File: src/rtl/instr_fetch_unit_pkg.sv
// Shared definitions for the instruction fetch stage: widths, the NOP used for
// misalign markers, and the fetch FSM state encoding.
package instr_fetch_unit_pkg;

  localparam int DEFAULT_XLEN = 64;
  localparam int ILEN = 32;
  localparam logic [ILEN-1:0] NOP_INSTR = 32'h0000_0013;

  typedef enum logic [1:0] {
    FETCH = 2'd0,
    WAIT  = 2'd1,
    HALT  = 2'd2
  } fetch_state_e;

endpackage

File: src/rtl/instr_fetch_unit_fifo.sv
// Small synchronous instruction buffer with flush; the head is read straight
// from register storage so decode sees registered values.
module fetch_fifo #(
  parameter int WIDTH = 97,
  parameter int DEPTH = 2
) (
  input  logic                     clk,
  input  logic                     reset,
  input  logic                     flush,
  input  logic                     push,
  input  logic [WIDTH-1:0]         push_data,
  input  logic                     pop,
  output logic [WIDTH-1:0]         head,
  output logic [$clog2(DEPTH):0]   count
);

  localparam int AW = $clog2(DEPTH);
  localparam int CW = AW + 1;

  logic [WIDTH-1:0] mem [DEPTH];
  logic [AW-1:0]    rd_ptr;
  logic [AW-1:0]    wr_ptr;

  assign head = mem[rd_ptr];

  // A flush restarts the buffer at slot 0, keeping a same-cycle push as the only entry.
  always_ff @(posedge clk) begin
    if (reset) begin
      rd_ptr <= '0;
      wr_ptr <= '0;
      count  <= '0;
      for (int i = 0; i < DEPTH; i++) mem[i] <= '0;
    end else if (flush) begin
      rd_ptr <= '0;
      if (push) begin
        mem[0] <= push_data;
        wr_ptr <= AW'(1);
        count  <= CW'(1);
      end else begin
        wr_ptr <= '0;
        count  <= '0;
      end
    end else begin
      if (push) begin
        mem[wr_ptr] <= push_data;
        wr_ptr      <= wr_ptr + AW'(1);
      end
      if (pop) rd_ptr <= rd_ptr + AW'(1);
      if (push && !pop)      count <= count + CW'(1);
      else if (!push && pop) count <= count - CW'(1);
    end
  end

endmodule

File: src/rtl/instr_fetch_unit.sv
// Fetch stage: owns fetch_pc, runs the imem req/gnt/rvalid handshake with a
// single-credit scheme, and buffers PC-tagged instructions toward decode.
module instr_fetch_unit
  import instr_fetch_unit_pkg::*;
#(
  parameter int               XLEN       = DEFAULT_XLEN,
  parameter int               FIFO_DEPTH = 2,
  parameter logic [XLEN-1:0]  RESET_PC   = '0
) (
  input  logic             clk,
  input  logic             reset,
  input  logic             redirect_valid,
  input  logic [XLEN-1:0]  redirect_pc,
  output logic             imem_req,
  output logic [XLEN-1:0]  imem_addr,
  input  logic             imem_gnt,
  input  logic             imem_rvalid,
  input  logic [ILEN-1:0]  imem_rdata,
  output logic             if_valid,
  input  logic             if_ready,
  output logic [XLEN-1:0]  if_pc,
  output logic [ILEN-1:0]  if_instr,
  output logic             if_misalign
);

  localparam int CW = $clog2(FIFO_DEPTH) + 1;
  localparam int EW = XLEN + ILEN + 1;

  fetch_state_e     state;
  logic [XLEN-1:0]  fetch_pc;
  logic [XLEN-1:0]  req_pc;
  logic             drop;
  logic             running;
  logic [CW-1:0]    count;
  logic             granted;
  logic             pending;
  logic             misalign_tgt;
  logic             push;
  logic             pop;
  logic [EW-1:0]    push_data;
  logic [EW-1:0]    head;

  // In FETCH nothing is outstanding, so count alone decides whether a slot is free.
  assign imem_req     = running && (state == FETCH) && (count < CW'(FIFO_DEPTH));
  assign imem_addr    = fetch_pc;
  assign granted      = imem_req && imem_gnt;
  assign misalign_tgt = redirect_pc[1:0] != 2'b00;
  assign pending      = granted ||
                        (((state == WAIT) || ((state == HALT) && drop)) && !imem_rvalid);

  assign push      = redirect_valid ? misalign_tgt : ((state == WAIT) && imem_rvalid && !drop);
  assign push_data = redirect_valid ? {redirect_pc, 1'b1, NOP_INSTR} : {req_pc, 1'b0, imem_rdata};
  assign pop       = if_valid && if_ready && !redirect_valid;

  assign if_valid = count != '0;
  assign {if_pc, if_misalign, if_instr} = head;

  fetch_fifo #(
    .WIDTH (EW),
    .DEPTH (FIFO_DEPTH)
  ) u_fifo (
    .clk       (clk),
    .reset     (reset),
    .flush     (redirect_valid),
    .push      (push),
    .push_data (push_data),
    .pop       (pop),
    .head      (head),
    .count     (count)
  );

  // A redirect overrides all FSM activity; any in-flight response becomes a drop.
  always_ff @(posedge clk) begin
    if (reset) begin
      state    <= FETCH;
      fetch_pc <= RESET_PC;
      req_pc   <= RESET_PC;
      drop     <= 1'b0;
      running  <= 1'b0;
    end else begin
      running <= 1'b1;
      if (redirect_valid) begin
        fetch_pc <= redirect_pc;
        drop     <= pending;
        if (misalign_tgt) state <= HALT;
        else if (pending) state <= WAIT;
        else              state <= FETCH;
      end else begin
        case (state)
          FETCH: if (granted) begin
            req_pc   <= fetch_pc;
            fetch_pc <= fetch_pc + XLEN'(4);
            state    <= WAIT;
          end
          WAIT: if (imem_rvalid) begin
            drop  <= 1'b0;
            state <= FETCH;
          end
          HALT: if (imem_rvalid) drop <= 1'b0;
          default: state <= FETCH;
        endcase
      end
    end
  end

endmodule

File: config.mk
export PLATFORM = sky130hd
export DESIGN_NAME = instr_fetch_unit
export DESIGN_NICKNAME = d
export VERILOG_FILES = /design/src/rtl/instr_fetch_unit_pkg.sv /design/src/rtl/instr_fetch_unit_fifo.sv /design/src/rtl/instr_fetch_unit.sv
export SDC_FILE = /design/constraint.sdc
export NUM_CORES = 1
export LEC_CHECK = 0
export ABC_AREA = 1
export CAP_MARGIN = 25
export CORE_ASPECT_RATIO = 0.5
export CORE_MARGIN = 1
export CORE_UTILIZATION = 58
export CTS_BUF_LIST = sky130_fd_sc_hd__clkbuf_16
export DETAILED_ROUTE_END_ITERATION = 10
export PLACE_DENSITY = 0.9
export SYNTH_ARGS = -nofsm -noshare
export SYNTH_HDL_FRONTEND = slang
export SYNTH_SLANG_ARGS = --single-unit
File: constraint.sdc
create_clock -name clk -period 7.49 [get_ports clk]
set_clock_uncertainty 0.05 [all_clocks]
set_input_delay 1.8725 -clock clk [delete_from_list [all_inputs] [get_ports clk]]
set_output_delay 1.8725 -clock clk [all_outputs]
set_load 0.005 [all_outputs]
# Word level (Yosys, flattened, before mapping)
# Memory sizes are Yosys's and may differ from the RTL's. A register that Yosys moved wholly into a read port is not among the register bits.
# Index checks and enable logic that the tools add are counted.
[totals] ram_bits=194 elab_cells=92 output_inout_bits=163 input_bits=102 memories=1 reg_bits=136
[classes] n_reduce_logical=34 n_eq_ne=5 bitwise_logic=2 muxes=36 magnitude_cmp=1 add_sub_neg=5
[mem_list] memory="u_fifo.mem" words=2 word_bits=97 rd=1 rd_ports_with_merged_regs=1 wr=2 line_no="instr_fetch_unit_fifo.sv:20" rtl="logic [WIDTH-1:0] mem [DEPTH];"
[op_table] operator="two-way mux 97 bit" n=3
[op_table] operator="two-way mux 64 bit" n=3
[op_table] operator="OR reduction 97 bit" n=1
[op_table] operator="adder 64 x 3 -> 64 bit, second input constant" n=1
[op_table] operator="two-way mux 1 bit" n=22
[op_table] operator="two-way mux 2 bit" n=7
[op_table] operator="nonzero test 2 bit" n=7
[op_table] operator="logical AND 1 bit" n=11
[op_table] operator="!= test 3 bit, second input constant" n=2
[op_table] operator="one-hot mux 2 bit (3 select lines)" n=1
[op_table] operator="AND reduction 3 bit" n=2
[op_table] operator="logical NOT 1 bit" n=5
[op_table] operator="AND reduction 2 bit" n=2
[op_table] operator="OR reduction 2 bit" n=2
[op_table] operator="nonzero test 3 bit" n=1
[op_table] operator="adder 1 bit, second input constant" n=2
[op_table] operator="adder 2 x 1 -> 2 bit, second input constant" n=1
[op_table] operator="== test 2 x 1 -> 1 bit, second input constant" n=1
[op_table] operator="== test 2 bit, second input constant" n=1
[op_table] operator="logical NOT 2 bit" n=1
[op_table] operator="logical OR 1 bit" n=2
[op_table] operator="< comparator 2 bit, second input constant" n=1
[op_table] operator="!= test 2 bit, second input constant" n=1
[op_table] operator="subtractor 2 x 1 -> 2 bit, second input constant" n=1
[op_table] operator="2 further kinds" n=2

# Longest topological paths before layout
# Gate-level depths: netlist (run 1).
[logic_depth] word_depth=10 depth_mapped=14

# Cells and area by module
# A second synthesis (run 1) with hierarchy kept.
[hier_totals] hier_cells=2019 area_unflattened_um2=16654.7
[by_module_without_submodules] mod="fetch_fifo" cells_each=656 instances=1 area_per_inst_um2=8460.6
[by_module_without_submodules] mod="instr_fetch_unit" cells_each=1363 instances=1 area_per_inst_um2=8194.1

# Least setup slack after synthesis (run 1)
# Ideal clock, no wire load.
[synth_path] path_kind="input-to-reg" from="in redirect_valid" to="mem u_fifo.mem[0][0], enable pin" t_required_ps=6534 stages=11 path_slack_ps=2076 arrival_ps=4457 cell_sequence="buf_6 > nand2_1 > inv_2 > nor2_4 > nand2_1 > nor2_2 > inv_2 > nand3_2 > buf_6 > buf_6 > nand2_1"
[synth_lines] item="from (decl)" line_no="instr_fetch_unit.sv:12" rtl="input logic redirect_valid,"
[synth_lines] item="to (decl)" line_no="instr_fetch_unit_fifo.sv:20"

==> impl_metrics.json, run 1 <==
{
  "clockRootBuffer": "clkbuf_16",
  "instances_no_fill": 2431,
  "cts_resized": 0,
  "powerDensity_nw_per_um2": 212,
  "num-fill-cells": 1923,
  "end_kind": "output pin",
  "dp_hpwl_mm": 33.2,
  "grtUsageTotal": 0.340,
  "drive_above_1_share": 0.104,
  "p_leak_nw": 7.56,
  "critPathMaxFanout": 52,
  "worstMarginPinSlew_ns": 0.968,
  "syn_area_per_cell_um2": 8.82,
  "slew_headroom": 0.355,
  "htree_num_levels": 1,
  "ctsHoldBuffers": 0,
  "mostFrequentLayoutCell": "nor2_1",
  "floorplan.initialDensity": 0.599,
  "overflow": 0,
  "synth_edf_count": 194,
  "cts.path.max_buffers": 3,
  "outcome": "finished clean",
  "setup_ws_ns": 2.52,
  "vdd_drop_max_mv": 0.178,
  "critical_path_required_ns": 5.57,
  "nets": 2141,
  "post_cts_buffers": 0,
  "fp.dieW_um": 238,
  "vias_per_cell": 5.79,
  "insertion_delay_ns": 0.58,
  "syn_inst": 1824,
  "pre_cts_slack_ns": 2.27,
  "diodes": 0,
  "row_count": 42,
  "r2r_slack_ns": 4.43,
  "drt-total-wl_mm": 48.8,
  "setup_violations": 0,
  "io_buffers": 264,
  "layout_min_cycle_time_ns": 4.97,
  "cap_viol_max_count": 0,
  "clkTransAtPathRegs_ns": 0.07,
  "worst_setup_path_start_kind": "flip-flop",
  "route.antenna.remaining_nets": 0,
  "maxSlewViolCount": 0,
  "period_share": 0.663,
  "cts_tree": "yes",
  "synth_cell_types": 44,
  "wl_per_cell_um": 20.1,
  "drt_iter0_markers": 2090,
  "grt_max_degree": 93,
  "syn_nets": 1930,
  "die_h_um": 120,
  "antenna_found_initial": 0,
  "utilization": 0.739,
  "rsz0062_at_grt": "false",
  "layout_common_cells": "328 x nor2_1, 318 x nand2_1, 262 x clkdlybuf4s50_1, 194 x edfxtp_1, 166 x inv_1",
  "totalPowerFinal_mw": 4.21,
  "ys_warn_count": 0,
  "syn_to_final_growth_pct": 23.4,
  "cts.sinks": 331,
  "syn_area_um2": 16100,
  "cts_buffers": 28,
  "firstDrtPassIters": 6,
  "async_flop_share": 0,
  "placed_cells": 2379,
  "hold_viol": 0,
  "coreArea_um2": 26900,
  "grt_pass1_vias": 13100,
  "drc_errors": 0,
  "grt_pass1_wl_mm": 74.1,
  "place_congestion": 1.01,
  "tns_ns": 0,
  "vias": 14100,
  "seq_area_frac_synth": 0.533,
  "synthFlopType": "edfxtp_1",
  "max_freq_mhz": 201,
  "crit_type": "reg -> out",
  "hold_class": "reg -> reg",
  "synth-seq-cells": 331,
  "crit_arrival_ns": 3.04,
  "die-area_um2": 28400,
  "io-pin-count": 265
}
routing by layer:
metal  part of all wire  track usage  up-vias  wire [µm]
met3               0.11       0.0699      108       5380
met1               0.41        0.481     6619      20000
li1                   -            -     6494          -
met2               0.45        0.533      846      22000
met5                  0            0        -          0
met4              0.028       0.0927        0       1350
through the flow:
stage	hold slack (ns)	cell area (µm²)
after CTS	0.412	19800
after global placement	0.391	18900
after global routing	0.436	19800
after detailed placement	0.404	18900
after floorplan	0.378	16100
final	0.412	19800
cell families after synthesis:
kind of cell,after synthesis,share of synthesized area
AND/OR/NAND/NOR,826,0.216
flip-flops,331,0.533
AO/OA/AOI/OAI,290,0.105
buffers and inverters,265,0.0692
multiplexers,99,0.0691
XOR/XNOR,8,0.00436
adder cells (fa/ha/maj),4,0.00311
other,1,0.000233
registers in the layout, summed over array words and instances (netlist names), named ones only:
| register | count |
|---|---|
| u_fifo.mem | 194 |
| u_fifo.rd_ptr | 1 |
| state | 2 |
| imem_addr | 64 |
| req_pc | 64 |
| u_fifo.count | 2 |
| u_fifo.wr_ptr | 1 |
| running | 1 |
| drop | 1 |
area by class of cell:
cell class | instances | area [µm²] | area share
Tap cell | 374 | 468 | 0.0236
Sequential cell | 331 | 8570 | 0.432
Inverter | 168 | 631 | 0.0318
Timing Repair Buffer | 278 | 2790 | 0.140
Clock buffer | 31 | 776 | 0.0391
Clock inverter | 21 | 180 | 0.00908
Multi-Input combinational cell | 1228 | 6430 | 0.324
report_power, final:
group / switching [mW] / internal (mW)
Combinational: 0.301 / 0.278
Sequential: 0.0764 / 2.03
Clock: 0.701 / 0.821
critical path, cell delays in order, from the launching register on:
cell	delay, ns
dfxtp_4	0.76
buf_4	0.67
mux2_2	0.41
clkdlybuf4s50_1	0.51
worst paths after layout:
kind                                 start                 to  cells after the start
worst max-delay path             flip-flop          if_pc[24]                      3
worst min-delay path            req_pc[60]         req_pc[60]                      2
worst max register to register    state[1]  u_fifo.mem[0][35]                      9
worst min register to register  req_pc[60]         req_pc[60]                      2
synth_stat cells, drive strengths merged (16+ instances only):
cell type / count / area share
mux2: 97 / 0.068
a211oi: 17 / 0.010
clkbuf: 42 / 0.0098
nand3: 60 / 0.019
dfxtp: 137 / 0.17
o21ai: 97 / 0.030
edfxtp: 194 / 0.36
o21a: 26 / 0.012
buf: 55 / 0.020
a21boi: 16 / 0.0075
nand2: 332 / 0.080
inv: 168 / 0.039
nor2: 349 / 0.088
a21oi: 109 / 0.034
nor3: 67 / 0.022
No activity file was read; power rests on OpenSTA's default activity.
==> inputs of run 2 (changes only) <==
CORE_UTILIZATION = 54   (was 58)
PLACE_DENSITY = 0.85   (was 0.9)
clock period = 4.8 ns   (was 7.49 ns; I/O delays follow)
==> impl_metrics.json, run 2 (synthesis results as in run 1) <==
{
  "antenna_found_initial": 2,
  "grtUsageTotal": 0.313,
  "die_h_um": 124,
  "worst_r2r_path_depth": 11,
  "grt_max_degree": 113,
  "tns_ns": 0,
  "io_buffers": 264,
  "largest_reg_flops": 194,
  "firstDrtPassIters": 6,
  "cts.sinks": 331,
  "die-area_um2": 30500,
  "period_share": 0.817,
  "dpl-instance-area_um2": 19000,
  "end_kind": "output pin",
  "drt_iter0_markers": 1481,
  "p_int_mw": 4.76,
  "clkTransAtPathRegs_ns": 0.07,
  "r2r_end": "imem_addr[17]",
  "cts_buffers": 30,
  "cp-endpoint": "if_pc[44]",
  "cts_tree": "yes",
  "maxSlewViolCount": 0,
  "drive_above_1_share": 0.109,
  "grt_pass1_wl_mm": 72.4,
  "place_congestion": 0.982,
  "wl_per_cell_um": 19.7,
  "crit_arrival_ns": 2.67,
  "dp_hpwl_mm": 33.8,
  "fp.dieW_um": 246,
  "regMostFlops": "u_fifo.mem",
  "ctsHoldBuffers": 0,
  "utilization": 0.683,
  "coreArea_um2": 29100,
  "outcome": "finished clean",
  "io-pin-count": 265,
  "row_count": 44,
  "route.antenna.remaining_nets": 0,
  "floorplan.initialDensity": 0.552,
  "cts.path.max_buffers": 3,
  "insertion_delay_ns": 0.58,
  "vdd_drop_max_mv": 0.273,
  "grt_pass1_vias": 13000,
  "rr_startpoint": "state[0]",
  "syn_to_final_growth_pct": 23.7,
  "setup_violations": 0,
  "drt-total-wl_mm": 48.7,
  "totalPowerFinal_mw": 6.45,
  "combPwrFrac": 0.142,
  "nets": 2152,
  "crit_path_max_incr_delay_ns": 0.77,
  "cts_resized": 0,
  "worstMarginPinSlew_ns": 1.02,
  "vias_per_cell": 5.65,
  "p_leak_nw": 7.61,
  "max_freq_mhz": 255,
  "crit_type": "reg -> out",
  "hold_viol": 0,
  "htree_num_levels": 1,
  "power_switching_share": 0.263,
  "power_frac_seq": 0.509,
  "post_cts_buffers": 0,
  "layout_min_cycle_time_ns": 3.92,
  "hold_class": "reg -> reg",
  "mostFrequentLayoutCell": "nor2_1",
  "critPathMaxFanout": 52,
  "slew_headroom": 0.311,
  "drc_errors": 0,
  "crit_chain": "buf_12 -> mux2_2 -> clkdlybuf4s50_1",
  "overflow": 0,
  "p_clk_frac": 0.349,
  "powerDensity_nw_per_um2": 324,
  "final_area_um2": 19900,
  "rsz0062_at_grt": "false",
  "vias": 13900,
  "p_switching_mw": 1.69,
  "crit_path_top_delay_cell": "dfxtp_4",
  "critical_path_required_ns": 3.55,
  "layout_common_cells": "328 x nor2_1, 318 x nand2_1, 262 x clkdlybuf4s50_1, 194 x edfxtp_1, 170 x inv_1",
  "clockRootBuffer": "clkbuf_16",
  "worst_setup_path_start_kind": "flip-flop",
  "r2r_slack_ns": 2.26,
  "cap_viol_max_count": 0
}
## run 2: cell types whose count changed in the layout (fill, tap and decap cells not counted), sizes merged
cell / delta
diode: +3
inv: +6
clkbuf: -1
clkinvlp: -2
buf: +9
clkinv: +3
bufinv: -2
## run 2: worst max-delay path, delay by kind of cell (launching register included)
kind / cells / cell delay, ns
buf+inv: 2 / 0.83
flops: 1 / 0.77
mux: 1 / 0.41
## run 2: area by class of cell
type,count,area (µm²)
multi-input cells,1228,6430
diodes,3,7.51
well taps,391,489
fillers,2253,9220
clock inverters,26,136
clock buffers,30,751
flip-flops and latches,331,8570
repair buffers,287,2880
inverters,168,631
## run 2: how the worst min path moves through the flow
stage	startpoint	to	slack, ns	depth (start not counted)
4_1_cts	req_pc[20]	req_pc[20]	0.41	2
3_5_place_dp	req_pc[2]	req_pc[2]	0.40	2
3_3_place_gp	req_pc[24]	req_pc[24]	0.39	2
5_1_grt	req_pc[11]	req_pc[11]	0.43	2
2_1_floorplan	req_pc[2]	req_pc[2]	0.38	2
6_report	req_pc[20]	req_pc[20]	0.41	2
## run 2: per-layer routing
| layer | track usage | part of all wire |
|---|---|---|
| met1 | 0.426 | 0.41 |
| met2 | 0.495 | 0.45 |
| met3 | 0.0767 | 0.11 |
| met4 | 0.0978 | 0.031 |
| met5 | 0.00163 | 0 |
## run 2: power groups by stage
stage	Clock [mW]	Sequential [mW]	Combinational (mW)
after CTS	2.26	3.28	0.905
after global routing	2.38	3.30	0.984
final	2.25	3.28	0.914
after floorplan	0	3.31	0.442
after global placement	0	3.33	0.884
after detailed placement	0	3.34	0.896
## run 2: through the flow
step	worst slack, ns	hold slack (ns)	cells
3_5_place_dp	1.03	0.397	2404
4_1_cts	0.862	0.406	2460
3_3_place_gp	1.16	0.391	2404
2_1_floorplan	0.0589	0.378	1824
5_1_grt	0.788	0.430	2462
6_report	0.880	0.407	2464
==> inputs of run 3 (changes only) <==
clock period = 3.9 ns   (was 4.8 ns; I/O delays follow)
==> impl_metrics.json, run 3 (synthesis results as in run 1) <==
{
  "outcome": "finished clean",
  "crit_path_max_incr_delay_ns": 0.67,
  "wl_per_cell_um": 19.8,
  "vdd_drop_max_mv": 0.384,
  "seqCellArea_um2": 8570,
  "route.antenna.remaining_nets": 0,
  "dp_hpwl_mm": 34.3,
  "power_switching_share": 0.254,
  "antenna_found_initial": 2,
  "grtUsageTotal": 0.312,
  "clockRootBuffer": "clkbuf_16",
  "regMostFlops": "u_fifo.mem",
  "largest_reg_flops": 194,
  "setup_violations": 0,
  "fp.dieW_um": 246,
  "worst_setup_path_start_kind": "flip-flop",
  "die-area_um2": 30500,
  "vias_per_cell": 5.64,
  "hold_class": "reg -> reg",
  "insertion_delay_ns": 0.60,
  "setup_ws_ns": 0.416,
  "wl_met3_mm": 5.21,
  "multi_input_area_um2": 6430,
  "end_kind": "output pin",
  "die_h_um": 124,
  "drt-total-wl_mm": 48.9,
  "rsz0062_at_grt": "false",
  "cts.path.max_buffers": 3,
  "grt_max_degree": 97,
  "clkTransAtPathRegs_ns": 0.07,
  "ctsHoldBuffers": 0,
  "dr.max_layer_used": "met5",
  "p_clk_frac": 0.372,
  "critical_path_required_ns": 2.87,
  "max_freq_mhz": 287,
  "p_switching_mw": 2.09,
  "layout_common_cells": "328 x nor2_1, 318 x nand2_1, 262 x clkdlybuf4s50_1, 194 x edfxtp_1, 163 x inv_1",
  "slew_headroom": 0.366,
  "worstMarginPinSlew_ns": 0.942,
  "io_buffers": 264,
  "crit_type": "reg -> out",
  "pre_cts_slack_ns": 0.856,
  "firstDrtPassIters": 6,
  "drt_iter0_markers": 1627,
  "wl_met2_mm": 21.7,
  "overflow": 0,
  "wl_met1_mm": 20.3,
  "drc_errors": 0,
  "tns_ns": 0,
  "grt_pass1_vias": 12700,
  "grt_pass1_wl_mm": 72.4,
  "coreArea_um2": 29100,
  "crit_chain": "buf_12 -> mux2_2 -> clkdlybuf4s50_1",
  "htree_num_levels": 1,
  "p_leak_nw": 7.65,
  "floorplan.initialDensity": 0.552,
  "cts_buffers": 29,
  "critPathMaxFanout": 36,
  "cts_resized": 0,
  "combPwrFrac": 0.138,
  "cap_viol_max_count": 0,
  "drive_above_1_share": 0.110,
  "cts_tree": "yes",
  "powerDensity_nw_per_um2": 411,
  "maxSlewViolCount": 0,
  "power_frac_seq": 0.490,
  "layout_min_cycle_time_ns": 3.48,
  "syn_to_final_growth_pct": 24.8,
  "nets": 2155,
  "post_cts_buffers": 0,
  "mostFrequentLayoutCell": "nor2_1",
  "crit_arrival_ns": 2.46,
  "hold_slack_ns": 0.409,
  "period_share": 0.893,
  "place_congestion": 0.982,
  "hold_viol": 0,
  "row_count": 44,
  "io-pin-count": 265,
  "p_int_mw": 6.15,
  "crit_path_top_delay_cell": "dfxtp_4",
  "vias": 13900,
  "num-fill-cells": 2240,
  "cts.sinks": 331
}
run 3: changes by cell type in the layout (fill, tap and decap cells not counted), sizes merged:
cell and delta:
buf +4, bufinv +5, clkbuf -1, clkinvlp +3, diode -1, inv -9
run 3: cell type report:
class | instances | share of cell area
Clock inverter | 25 | 0.0133
Inverter | 168 | 0.0314
Sequential cell | 331 | 0.427
Timing Repair Buffer | 291 | 0.147
Tap cell | 391 | 0.0244
Antenna cell | 2 | 0.000249
Clock buffer | 29 | 0.0362
Multi-Input combinational cell | 1228 | 0.321
run 3: worst paths after layout:
| kind | start | to | slack (ns) | cells after the start |
|---|---|---|---|---|
| setup / recovery | flip-flop | if_pc[41] | 0.42 | 3 |
| setup reg to reg | state[0] | imem_addr[17] | 1.35 | 11 |
| hold / removal | req_pc[60] | req_pc[60] | 0.41 | 2 |
| hold reg to reg | req_pc[60] | req_pc[60] | 0.41 | 2 |
run 3: routing by layer:
metal / global-route usage / vias to the layer above
li1: - / 6523
met1: 0.432 / 6548
met2: 0.479 / 723
met3: 0.0743 / 104
met4: 0.112 / 2
met5: 0.0163 / -
run 3: power by group through the flow:
stage                     Combinational, mW  Sequential [mW]  Clock (mW)
after floorplan                       0.545             4.07           0
after global placement                 1.10             4.10           0
after detailed placement               1.12             4.11           0
after CTS                              1.13             4.03        3.08
after global routing                   1.22             4.06        3.20
final                                  1.14             4.04        3.07
run 3: critical path: cells and delay by family (launching register included):
kind,cells,cell delay [ns]
buffers and inverters,2,0.75
flip-flops,1,0.67
multiplexers,1,0.40
run 3: through the flow:
step                      cell area [µm²]  utilization  power [mW]  instances
final                               20100        0.689        8.24       2465
after global routing                20100        0.689        8.48       2465
after CTS                           20100        0.689        8.24       2463
after detailed placement            19100        0.655        5.23       2409
after global placement              19100        0.655        5.20       2409
after floorplan                     16100            -        4.61       1824
